## config.mk

```make
export PLATFORM = sky130hd
export DESIGN_NAME = buff_uart_driver
export DESIGN_NICKNAME = d
export VERILOG_FILES = /design/src/rtl/buff_uart_pkg.sv /design/src/rtl/buff_uart_driver.sv
export SDC_FILE = /design/constraint.sdc
export NUM_CORES = 1
export LEC_CHECK = 0
export ABC_AREA = 0
export CAP_MARGIN = 20
export CORE_UTILIZATION = 46
export CTS_CLUSTER_SIZE = 20
export DETAILED_ROUTE_END_ITERATION = 8
export PLACE_DENSITY = 0.91
export SYNTH_ARGS = -nofsm -noshare
export SYNTH_HDL_FRONTEND = slang
export SYNTH_SLANG_ARGS = --single-unit
```

## constraint.sdc

```tcl
create_clock -name clock -period 2.55 [get_ports clock]
set_input_delay 0.255 -clock clock [delete_from_list [all_inputs] [get_ports clock]]
set_output_delay 0.255 -clock clock [all_outputs]
set_load 0.02 [all_outputs]
```

## src/rtl/buff_uart_pkg.sv

```systemverilog
// Shared definitions for the buffered UART register port: driver FSM states
// and the register map / status bit positions also used by the UART's decode.
package buff_uart_pkg;

  typedef enum logic [2:0] {
    IDLE,
    STAT_REQ,
    STAT_WAIT,
    RX_REQ,
    RX_WAIT,
    TX_WRITE
  } driver_state_t;

  typedef enum logic {
    SERVED_RX,
    SERVED_TX
  } last_served_t;

  localparam int RX_ADDR      = 0;
  localparam int TX_ADDR      = 1;
  localparam int STATUS_ADDR  = 2;
  localparam int RX_READY_BIT = 0;
  localparam int TX_READY_BIT = 1;

endpackage

```

## src/rtl/buff_uart_driver.sv

```systemverilog
// Bus initiator that polls the UART status register and moves bytes between
// host valid/ready streams and the UART FIFOs. BUFF_UART_DRIVER_STATS_EN adds
// 16-bit rx_count/tx_count transfer counters.
module buff_uart_driver
  import buff_uart_pkg::*;
#(
  parameter int width          = 8,
  parameter int address_width  = 4,
  parameter int rx_address     = RX_ADDR,
  parameter int tx_address     = TX_ADDR,
  parameter int status_address = STATUS_ADDR,
  parameter int rx_ready_bit   = RX_READY_BIT,
  parameter int tx_ready_bit   = TX_READY_BIT
) (
  input  logic                     clock,
  input  logic                     reset,
  output logic                     read_enable,
  output logic                     write_enable,
  output logic [address_width-1:0] active_address,
  output logic [width-1:0]         data_in,
  input  logic [width-1:0]         data_out,
  input  logic [width-1:0]         tx_data,
  input  logic                     tx_valid,
  output logic                     tx_ready,
  output logic [width-1:0]         rx_data,
  output logic                     rx_valid,
  input  logic                     rx_ready
`ifdef BUFF_UART_DRIVER_STATS_EN
  ,
  output logic [15:0]              rx_count,
  output logic [15:0]              tx_count
`endif
);

  driver_state_t           state_q, state_d;
  last_served_t            last_served_q;
  logic                    tx_full_q, tx_full_d;
  logic [width-1:0]        tx_byte_q;
  logic                    tx_ready_q;
  logic                    rx_valid_q;
  logic [width-1:0]        rx_data_q;
  logic                    read_enable_q, write_enable_q;
  logic [address_width-1:0] active_address_q;
  logic [width-1:0]        data_in_q;
  logic                    rx_ok, tx_ok, tx_accept;

  assign tx_accept = tx_valid && tx_ready_q;

  // NOTE: every always_comb output gets a default first so no path leaves it unassigned (no latch).
  always_comb begin
    rx_ok     = data_out[rx_ready_bit] && !rx_valid_q;
    tx_ok     = data_out[tx_ready_bit] && tx_full_q;
    tx_full_d = tx_full_q;
    state_d   = state_q;

    if (tx_accept)
      tx_full_d = 1'b1;
    else if (state_q == TX_WRITE)
      tx_full_d = 1'b0;

    case (state_q)
      IDLE:      state_d = STAT_REQ;
      STAT_REQ:  state_d = STAT_WAIT;
      STAT_WAIT: begin
        if (rx_ok && tx_ok)
          state_d = (last_served_q == SERVED_TX) ? RX_REQ : TX_WRITE;
        else if (rx_ok)
          state_d = RX_REQ;
        else if (tx_ok)
          state_d = TX_WRITE;
        else
          state_d = STAT_REQ;
      end
      RX_REQ:    state_d = RX_WAIT;
      RX_WAIT:   state_d = STAT_REQ;
      TX_WRITE:  state_d = STAT_REQ;
      default:   state_d = IDLE;
    endcase
  end

  // Bus outputs are decoded from the next state so they come straight off flops.
  // NOTE: sequential state uses non-blocking assignments so all flops update from pre-edge values.
  always_ff @(posedge clock) begin
    if (reset) begin
      state_q          <= IDLE;
      last_served_q    <= SERVED_TX;
      tx_full_q        <= 1'b0;
      tx_byte_q        <= '0;
      tx_ready_q       <= 1'b0;
      rx_valid_q       <= 1'b0;
      rx_data_q        <= '0;
      read_enable_q    <= 1'b0;
      write_enable_q   <= 1'b0;
      active_address_q <= '0;
      data_in_q        <= '0;
    end else begin
      state_q    <= state_d;
      tx_full_q  <= tx_full_d;
      tx_ready_q <= !tx_full_d;

      if (tx_accept)
        tx_byte_q <= tx_data;

      if (state_q == TX_WRITE)
        last_served_q <= SERVED_TX;

      if (state_q == RX_WAIT) begin
        rx_data_q     <= data_out;
        rx_valid_q    <= 1'b1;
        last_served_q <= SERVED_RX;
      end else if (rx_valid_q && rx_ready) begin
        rx_valid_q <= 1'b0;
      end

      read_enable_q  <= (state_d == STAT_REQ) || (state_d == RX_REQ);
      write_enable_q <= (state_d == TX_WRITE);
      data_in_q      <= (state_d == TX_WRITE) ? tx_byte_q : '0;

      case (state_d)
        STAT_REQ: active_address_q <= address_width'(status_address);
        RX_REQ:   active_address_q <= address_width'(rx_address);
        TX_WRITE: active_address_q <= address_width'(tx_address);
        default:  active_address_q <= '0;
      endcase
    end
  end

`ifdef BUFF_UART_DRIVER_STATS_EN
  logic [15:0] rx_count_q, tx_count_q;

  always_ff @(posedge clock) begin
    if (reset) begin
      rx_count_q <= '0;
      tx_count_q <= '0;
    end else begin
      if (state_q == RX_WAIT)
        rx_count_q <= rx_count_q + 16'd1;
      if (state_q == TX_WRITE)
        tx_count_q <= tx_count_q + 16'd1;
    end
  end

  assign rx_count = rx_count_q;
  assign tx_count = tx_count_q;
`endif

  assign read_enable    = read_enable_q;
  assign write_enable   = write_enable_q;
  assign active_address = active_address_q;
  assign data_in        = data_in_q;
  assign tx_ready       = tx_ready_q;
  assign rx_valid       = rx_valid_q;
  assign rx_data        = rx_data_q;

endmodule
```

==> results.toml, run 1 <==
[status]
status = "complete, no violations"

[yosys]
async_reset_ff_frac = 0
yosysSeqAreaShare = 0.565
synth_area_leaders = "dfxtp_1 (56%), mux2i_1 (6.6%), a21oi_1 (5.4%)"
syn_area_mm2 = 0.00120
synthFlopType = "dfxtp_1"
synth_top_area_frac = 0.565
ys_warn_count = 0
yosys.area.top_type = "dfxtp_1"
synth_edf_count = 0
syn_area_per_cell_um2 = 9.96
syn_inst = 121
synth-seq-cells = 34
ys_types = 27

[worst_setup_path]
required_ns = 2.30
crit_path_end_kind = "output pin"
worst-setup-path-type = "flop to output pin"
path_cells = "clkdlybuf4s50_1"
critPathSlowestCell = "clkdlybuf4s50_1"
cp.arrival_ns = 1.56
path_delay_family = "buffers and inverters"
worst-path-buf-inv = 1
max_stage_delay_ns = 0.68
cp_max_fo = 11
rrSetupSlack_ns = 0.92
crit_path_start_kind = "flop"

[floorplanning]
io_pins = 44
fp-row-count = 18
fp.dieH_um = 53.2
die_area_mm2 = 0.00283
die_w_um = 53.2
initial_utilization = 0.486
core-area_mm2 = 0.00248

[detailed_routing]
drc = 0
route.met3.wl_um = 200
postRouteAntennaNets = 0
dr.pass1.iters = 4
avgViaCountPerCell = 5.17
route.met2.wl_um = 1260
drt-met1-wl_um = 1020
highest_layer = "met4"
wl_um = 2510
wl_per_cell_um = 13.0
detail_route.iter0.violations = 17
vias = 997

[cts]
cts_tree = "yes"
clk_latency_ns = 0.33
clockBufferDepth = 2
cts_setup_buffers = 0
clk_pin_slew_ns = 0.10
cts_resized = 0
h-tree-depth = 2
clockRootBuffer = "clkbuf_4"
cts_buffers = 5
cts_sinks = 34
hold_buffers = 0

[timing]
max_freq_ghz = 0.551
hold_violations = 0
tns_ns = 0
period_needed_ns = 1.81
fin_worst_skew_ns = 0.00703
setup_violations = 0
post-route-period-util = 0.711
tightest_slew_ns = 0.828
hold_slack_ns = 0.466
slew-limit-headroom = 0.446
finalMaxSlewViolations = 0
rsz0062_at_grt = "false"
setup_ws_ns = 0.737

[final_layout]
fin_nets = 182
antennaDiodeCount = 0
multi_input_area_um2 = 467
regArea_um2 = 681
nFillCells = 223
area_growth_syn_to_layout_pct = 38.9
drive_gt1_frac = 0.0736

[run]
cap_viol_max_count = 0

[grt]
grt_max_degree = 24
grt_pass1_vias = 942
globalRoute.totalOverflow = 0
grt.total_usage = 0.202
antenna_found_initial = 0
grt_first_pass_wirelength_um = 4000

[place]
post-place-ws_ns = 0.760
place_congestion = 0.707
place_hpwl_um = 1860
port_buffers = 41

[power_and_ir_drop]
pwr_density_cell_mw_per_mm2 = 573
total_power_uw = 959
leakagePower_uw = 0.000624
worst_ir_drop_vdd_v = 0.000445

[hold_path]
hp-class = "flop to flop"
==> state kept, by name (all words and copies together), names as in the netlist <==
| name | cells |
|---|---|
| state_q | 3 |
| tx_full_q | 1 |
| tx_byte_q | 8 |
| tx_ready | 1 |
| last_served_q | 1 |
| data_in | 8 |
| active_address | 1 |
| rx_data | 8 |
| write_enable | 1 |
| rx_valid | 1 |
| read_enable | 1 |
==> per-stage QoR <==
step           instances   util  area [µm²]
2_1_floorplan        122      -        1210
3_3_place_gp         185  0.652        1610
3_5_place_dp         185  0.652        1610
4_1_cts              193  0.676        1670
5_1_grt              193  0.676        1670
6_report             193  0.676        1670
==> cells in the final DEF, fill, tap and decap left out, drive strengths merged, types with 2 or more instances in the layout <==
cell | synthesis | routed
clkdlybuf4s50 | 0 | 41
dfxtp | 34 | 34
a21oi | 13 | 13
nand2 | 11 | 11
nor2 | 10 | 10
nand3 | 8 | 8
mux2i | 8 | 8
and2 | 8 | 8
clkbuf | 4 | 7
inv | 3 | 3
nand3b | 2 | 2
conb | 1 | 2
==> worst paths after layout <==
| path | from | to | depth (start not counted) |
|---|---|---|---|
| max | tx_ready | tx_ready | 1 |
| min | tx_byte_q[0] | tx_byte_q[0] | 2 |
| min reg2reg | tx_byte_q[0] | tx_byte_q[0] | 2 |
| max reg2reg | state_q[2] | rx_data[2] | 3 |
==> where the power goes <==
part           switching, µW  internal [µW]  leakage (µW)  total (µW)
Combinational           43.5           54.1      0.000313        97.6
Clock                    163            133     0.0000353         297
Sequential              16.9            548      0.000277         565
==> final cells by class <==
class	count	area share
Clock buffer	7	0.0329
Tap cell	30	0.0224
Timing Repair Buffer	42	0.250
Sequential cell	34	0.407
Clock inverter	1	0.00299
Multi-Input combinational cell	76	0.279
Inverter	3	0.00673
==> synth_stat cells (2+ instances only) <==
cell type / instances
inv_1: 3
nor2_1: 10
dfxtp_1: 34
nand3b_1: 2
nand3_1: 8
buf_4: 4
clkbuf_1: 4
mux2i_1: 8
a21oi_1: 13
nand2_1: 11
and2_1: 8
==> per-layer routing <==
metal  vias up  GRT usage
li1        488          -
met1       463      0.201
met2        43      0.367
met3         3     0.0891
met4         0     0.0746
met5         -          0
==> cell families after synthesis <==
| kind of cell | synth area share |
|---|---|
| AND/OR/NAND/NOR | 0.192 |
| AO/OA/AOI/OAI | 0.123 |
| flip-flops | 0.565 |
| buffers and inverters | 0.0509 |
| multiplexers | 0.0665 |
| other | 0.00311 |
Note: power is estimated with default switching activity, not from simulation.
==> inputs of run 2 (changes only) <==
- CORE_UTILIZATION: 46 -> 39
- PLACE_DENSITY: 0.91 -> 0.83
- clock period: 2.55 -> 1.6 ns (I/O delays scaled with it)
==> run 2 against run 1 <==
Compared with the run above: the flow now finishes with violations (design-rule violations); sequential power rose by 57%; worst hold slack got worse by 0.079 ns; global-route usage fell by 2.9 points; die area rose by 17%; count of clock-buffer cells in the layout fell by 2; sequential share of layout area fell by 0.98 points; critical path depth did not move; cell area rose by 2.5%; critical path type unchanged; highest routed layer unchanged; clock skew rose by 0.0060 ns.
==> results.toml, run 2 (synthesized netlist as in run 1, its figures left out) <==
[timing]
fin_worst_skew_ns = 0.0130
period_needed_ns = 1.48
rsz0062_at_grt = "false"
hold_violations = 0
setup_violations = 0
finalMaxSlewViolations = 0
max_freq_ghz = 0.677
post-route-period-util = 0.923

[floorplanning]
die_area_mm2 = 0.00332
core-area_mm2 = 0.00285
die_w_um = 57.6
fp.dieH_um = 57.6
io_pins = 44
fp-row-count = 19
initial_utilization = 0.422

[final_layout]
fin_nets = 189
antennaDiodeCount = 0
final_common_cell = "clkdlybuf4s50_1"
fin_util = 0.601
nFillCells = 272
layout_common_cells = "clkdlybuf4s50_1 (41), dfxtp_1 (34), a21oi_1 (13)"
multi_input_area_um2 = 467
regArea_um2 = 681
drive_gt1_frac = 0.112
final_cells = 200
area_growth_syn_to_layout_pct = 42.4

[power_and_ir_drop]
p_int_uw = 1130
p_switching_uw = 371
leakagePower_uw = 0.000656
power_frac_comb = 0.124
pwr-share-seq = 0.591
netSwitchingFraction = 0.248
clkPwrFrac = 0.286
worst_ir_drop_vdd_v = 0.000487
pwr_density_cell_mw_per_mm2 = 875

[worst_setup_path]
crit_path_start_kind = "flop"
max_stage_delay_ns = 0.62
required_ns = 1.44
critPathSlowestCell = "clkdlybuf4s50_1"
path_cells = "clkdlybuf4s50_1"
rrSetupSlack_ns = 0.13
worst-setup-path-type = "flop to output pin"
worst-path-buf-inv = 1
cp_max_fo = 3
path_delay_family = "buffers and inverters"
cp.arrival_ns = 1.32
crit_path_end_kind = "output pin"

[detailed_routing]
dr.pass1.iters = 6
postRouteAntennaNets = 0
wl_per_cell_um = 13.0
vias = 1024
drc = 4
detail_route.iter0.violations = 16
avgViaCountPerCell = 5.12
wl_um = 2600

[grt]
globalRoute.totalOverflow = 0
grt_max_degree = 24
antenna_found_initial = 0
grt_first_pass_wirelength_um = 4240
grt_pass1_vias = 1010
grt.total_usage = 0.173

[cts]
cts_setup_buffers = 0
clockBufferDepth = 2
cts_tree = "yes"
clk_pin_slew_ns = 0.10
clk_latency_ns = 0.34
hold_buffers = 0
h-tree-depth = 2
cts_resized = 0
cts_sinks = 34
clockRootBuffer = "clkbuf_4"
cts_buffers = 5

[run]
cap_viol_max_count = 0

[status]
status = "complete, but fails checks"
violations = "design-rule violations"

[place]
dp_cells = 193
place_congestion = 0.723
port_buffers = 41
place_hpwl_um = 1920

[hold_path]
hp-class = "input port to flop"
run 2: cell count changes in the layout (fill, tap and decap cells not counted), sizes merged:
cell and change:
buf +7, clkbuf -2, clkinv +1
run 2: worst paths after layout:
check	startpoint	endpoint	cells after the start
min reg2reg	tx_byte_q[6]	tx_byte_q[6]	2
max reg2reg	state_q[2]	data_in[1]	3
max	rx_valid	rx_valid	1
min	tx_data[2]	tx_byte_q[2]	3
run 2: power groups by stage:
stage | clock network (µW) | logic, µW | registers (µW)
after detailed placement | 0 | 186 | 906
after floorplan | 0 | 76.2 | 919
final | 429 | 185 | 886
after global routing | 488 | 200 | 889
after CTS | 446 | 186 | 886
after global placement | 0 | 179 | 904
run 2: metal layers:
layer,vias to the layer above,global-route usage,part of all wire
met5,-,0,0
met3,6,0.0816,0.082
li1,500,-,-
met1,472,0.172,0.40
met2,46,0.312,0.50
met4,0,0.0627,0.016
run 2: final cells by class:
class | count | area share
multi-input cells | 76 | 0.272
repair buffers | 49 | 0.274
clock buffers | 5 | 0.0219
well taps | 31 | 0.0226
clock inverters | 2 | 0.00584
flip-flops and latches | 34 | 0.397
inverters | 3 | 0.00656
run 2: per-stage QoR:
stage                     area [µm²]  hold slack [ns]  setup WS (ns)  total power (µW)  TNS (ns)
after floorplan                 1210            0.307          0.212               995         0
after global placement          1670            0.435        -0.0592              1080    -0.442
after detailed placement        1670            0.443         -0.124              1090    -0.942
after CTS                       1720            0.383          0.106              1520         0
after global routing            1720            0.377         0.0404              1580         0
final                           1720            0.387          0.123              1500         0
==> variant, RTL diff (settings of run 1) <==
Encoding of `driver_state_t`: now one-hot (6 bits for 6 states).
--- a/src/rtl/buff_uart_pkg.sv
+++ b/src/rtl/buff_uart_pkg.sv
@@ -2,13 +2,13 @@
 // and the register map / status bit positions also used by the UART's decode.
 package buff_uart_pkg;
 
-  typedef enum logic [2:0] {
-    IDLE,
-    STAT_REQ,
-    STAT_WAIT,
-    RX_REQ,
-    RX_WAIT,
-    TX_WRITE
+  typedef enum logic [5:0] {
+    IDLE      = 6'b000001,
+    STAT_REQ  = 6'b000010,
+    STAT_WAIT = 6'b000100,
+    RX_REQ    = 6'b001000,
+    RX_WAIT   = 6'b010000,
+    TX_WRITE  = 6'b100000
   } driver_state_t;
 
   typedef enum logic {
Formal check against the unedited RTL: same outputs for any inputs over 10 cycles, from zero or initial values and one cycle with reset high; not proved beyond that.
==> variant against run 1 <==
The flow now finishes with violations (DRC); clock skew decreased by 0.87 ps; sequential power increased by 13%; power increased by 34%; global-route usage decreased by 0.47 points; final area increased by 17%; sequential cell count increased by 4; worst setup slack improved by 20 ps; routed wire length increased by 21%; first-iteration DRC count increased by 120%; synthesized area increased by 21%.
==> variant: results (changes against run 1) <==
metric	value	unit	change
placed instance area	1860	µm²	+15%
fmax	558	MHz	+1.1%
Layout Skew	6.17	ps	-0.866 ps
Int Pwr	0.000992	W	+35%
Seq/Total Area, Yosys	52.2	%	-4.3 points
# nets final	221		+21%
Worst VDD drop	537	µV	+21%
failing checks	DRC		
WP data arrival	1540	ps	-20 ps
met3 Resource Use GR	5.93	%	-3.0 points
clk pwr	0.000509	W	+71%
Worst Hold End	data_in[1]		
DP HPWL	2.06	mm	+11%
GP Congestion	0.792		+12%
final WL	3.03	mm	+21%
hold path start	tx_byte_q[1]		
vias in the first global route	1140		+21%
status	finished with violations		
clk slew on worst S/H paths	120	ps	+20 ps
largest cells by area after synthesis	dfxtp_1 (52%), a21oi_1 (7.6%), nand3_1 (5.8%)		
dpl ws	764	ps	+4.79 ps
Synth Area in XOR/XNOR	1.80	%	+1.8 points
mux contribution to synthesized area	0.687	%	-6.0 points
drc violations	3		+3
1st-iter DRT viols	37		+20
largest net degree at the start of global routing	14		-42%
first-pass detailed-route iteration total	7		+3
grt met1 use	24.1	%	+4.1 points
## variant: cell count changes after synthesis, sizes merged, moves of 7 or more
| cell | before | now |
|---|---|---|
| and2 | 8 | 0 |
| a21oi | 13 | 22 |
| inv | 3 | 10 |
| o21ai | 1 | 12 |
| mux2i | 8 | 1 |
| nor3 | 0 | 10 |
| nand3 | 8 | 17 |
## variant: per-stage QoR
step	std cells	util (%)
floorplan	166	-
global placement	238	61.3
detailed placement	238	61.3
CTS	246	64.8
global route	246	64.8
finish	246	64.8
## variant: layout make-up
class                           instances  area, µm²
Fill cell                             252       1070
Tap cell                               44       55.1
Multi-Input combinational cell        104        584
Clock inverter                          3       68.8
Inverter                               10       37.5
Sequential cell                        38        761
Clock buffer                            5       37.5
Timing Repair Buffer                   42        418
## variant: routing by layer
metal  wire length (µm)  vias up  share of wire, %
met5                  0        -                 0
met4                 46        0               1.5
met3                129        4               4.3
met2               1500       33                49
met1               1360      593                45
li1                   -      631                 -
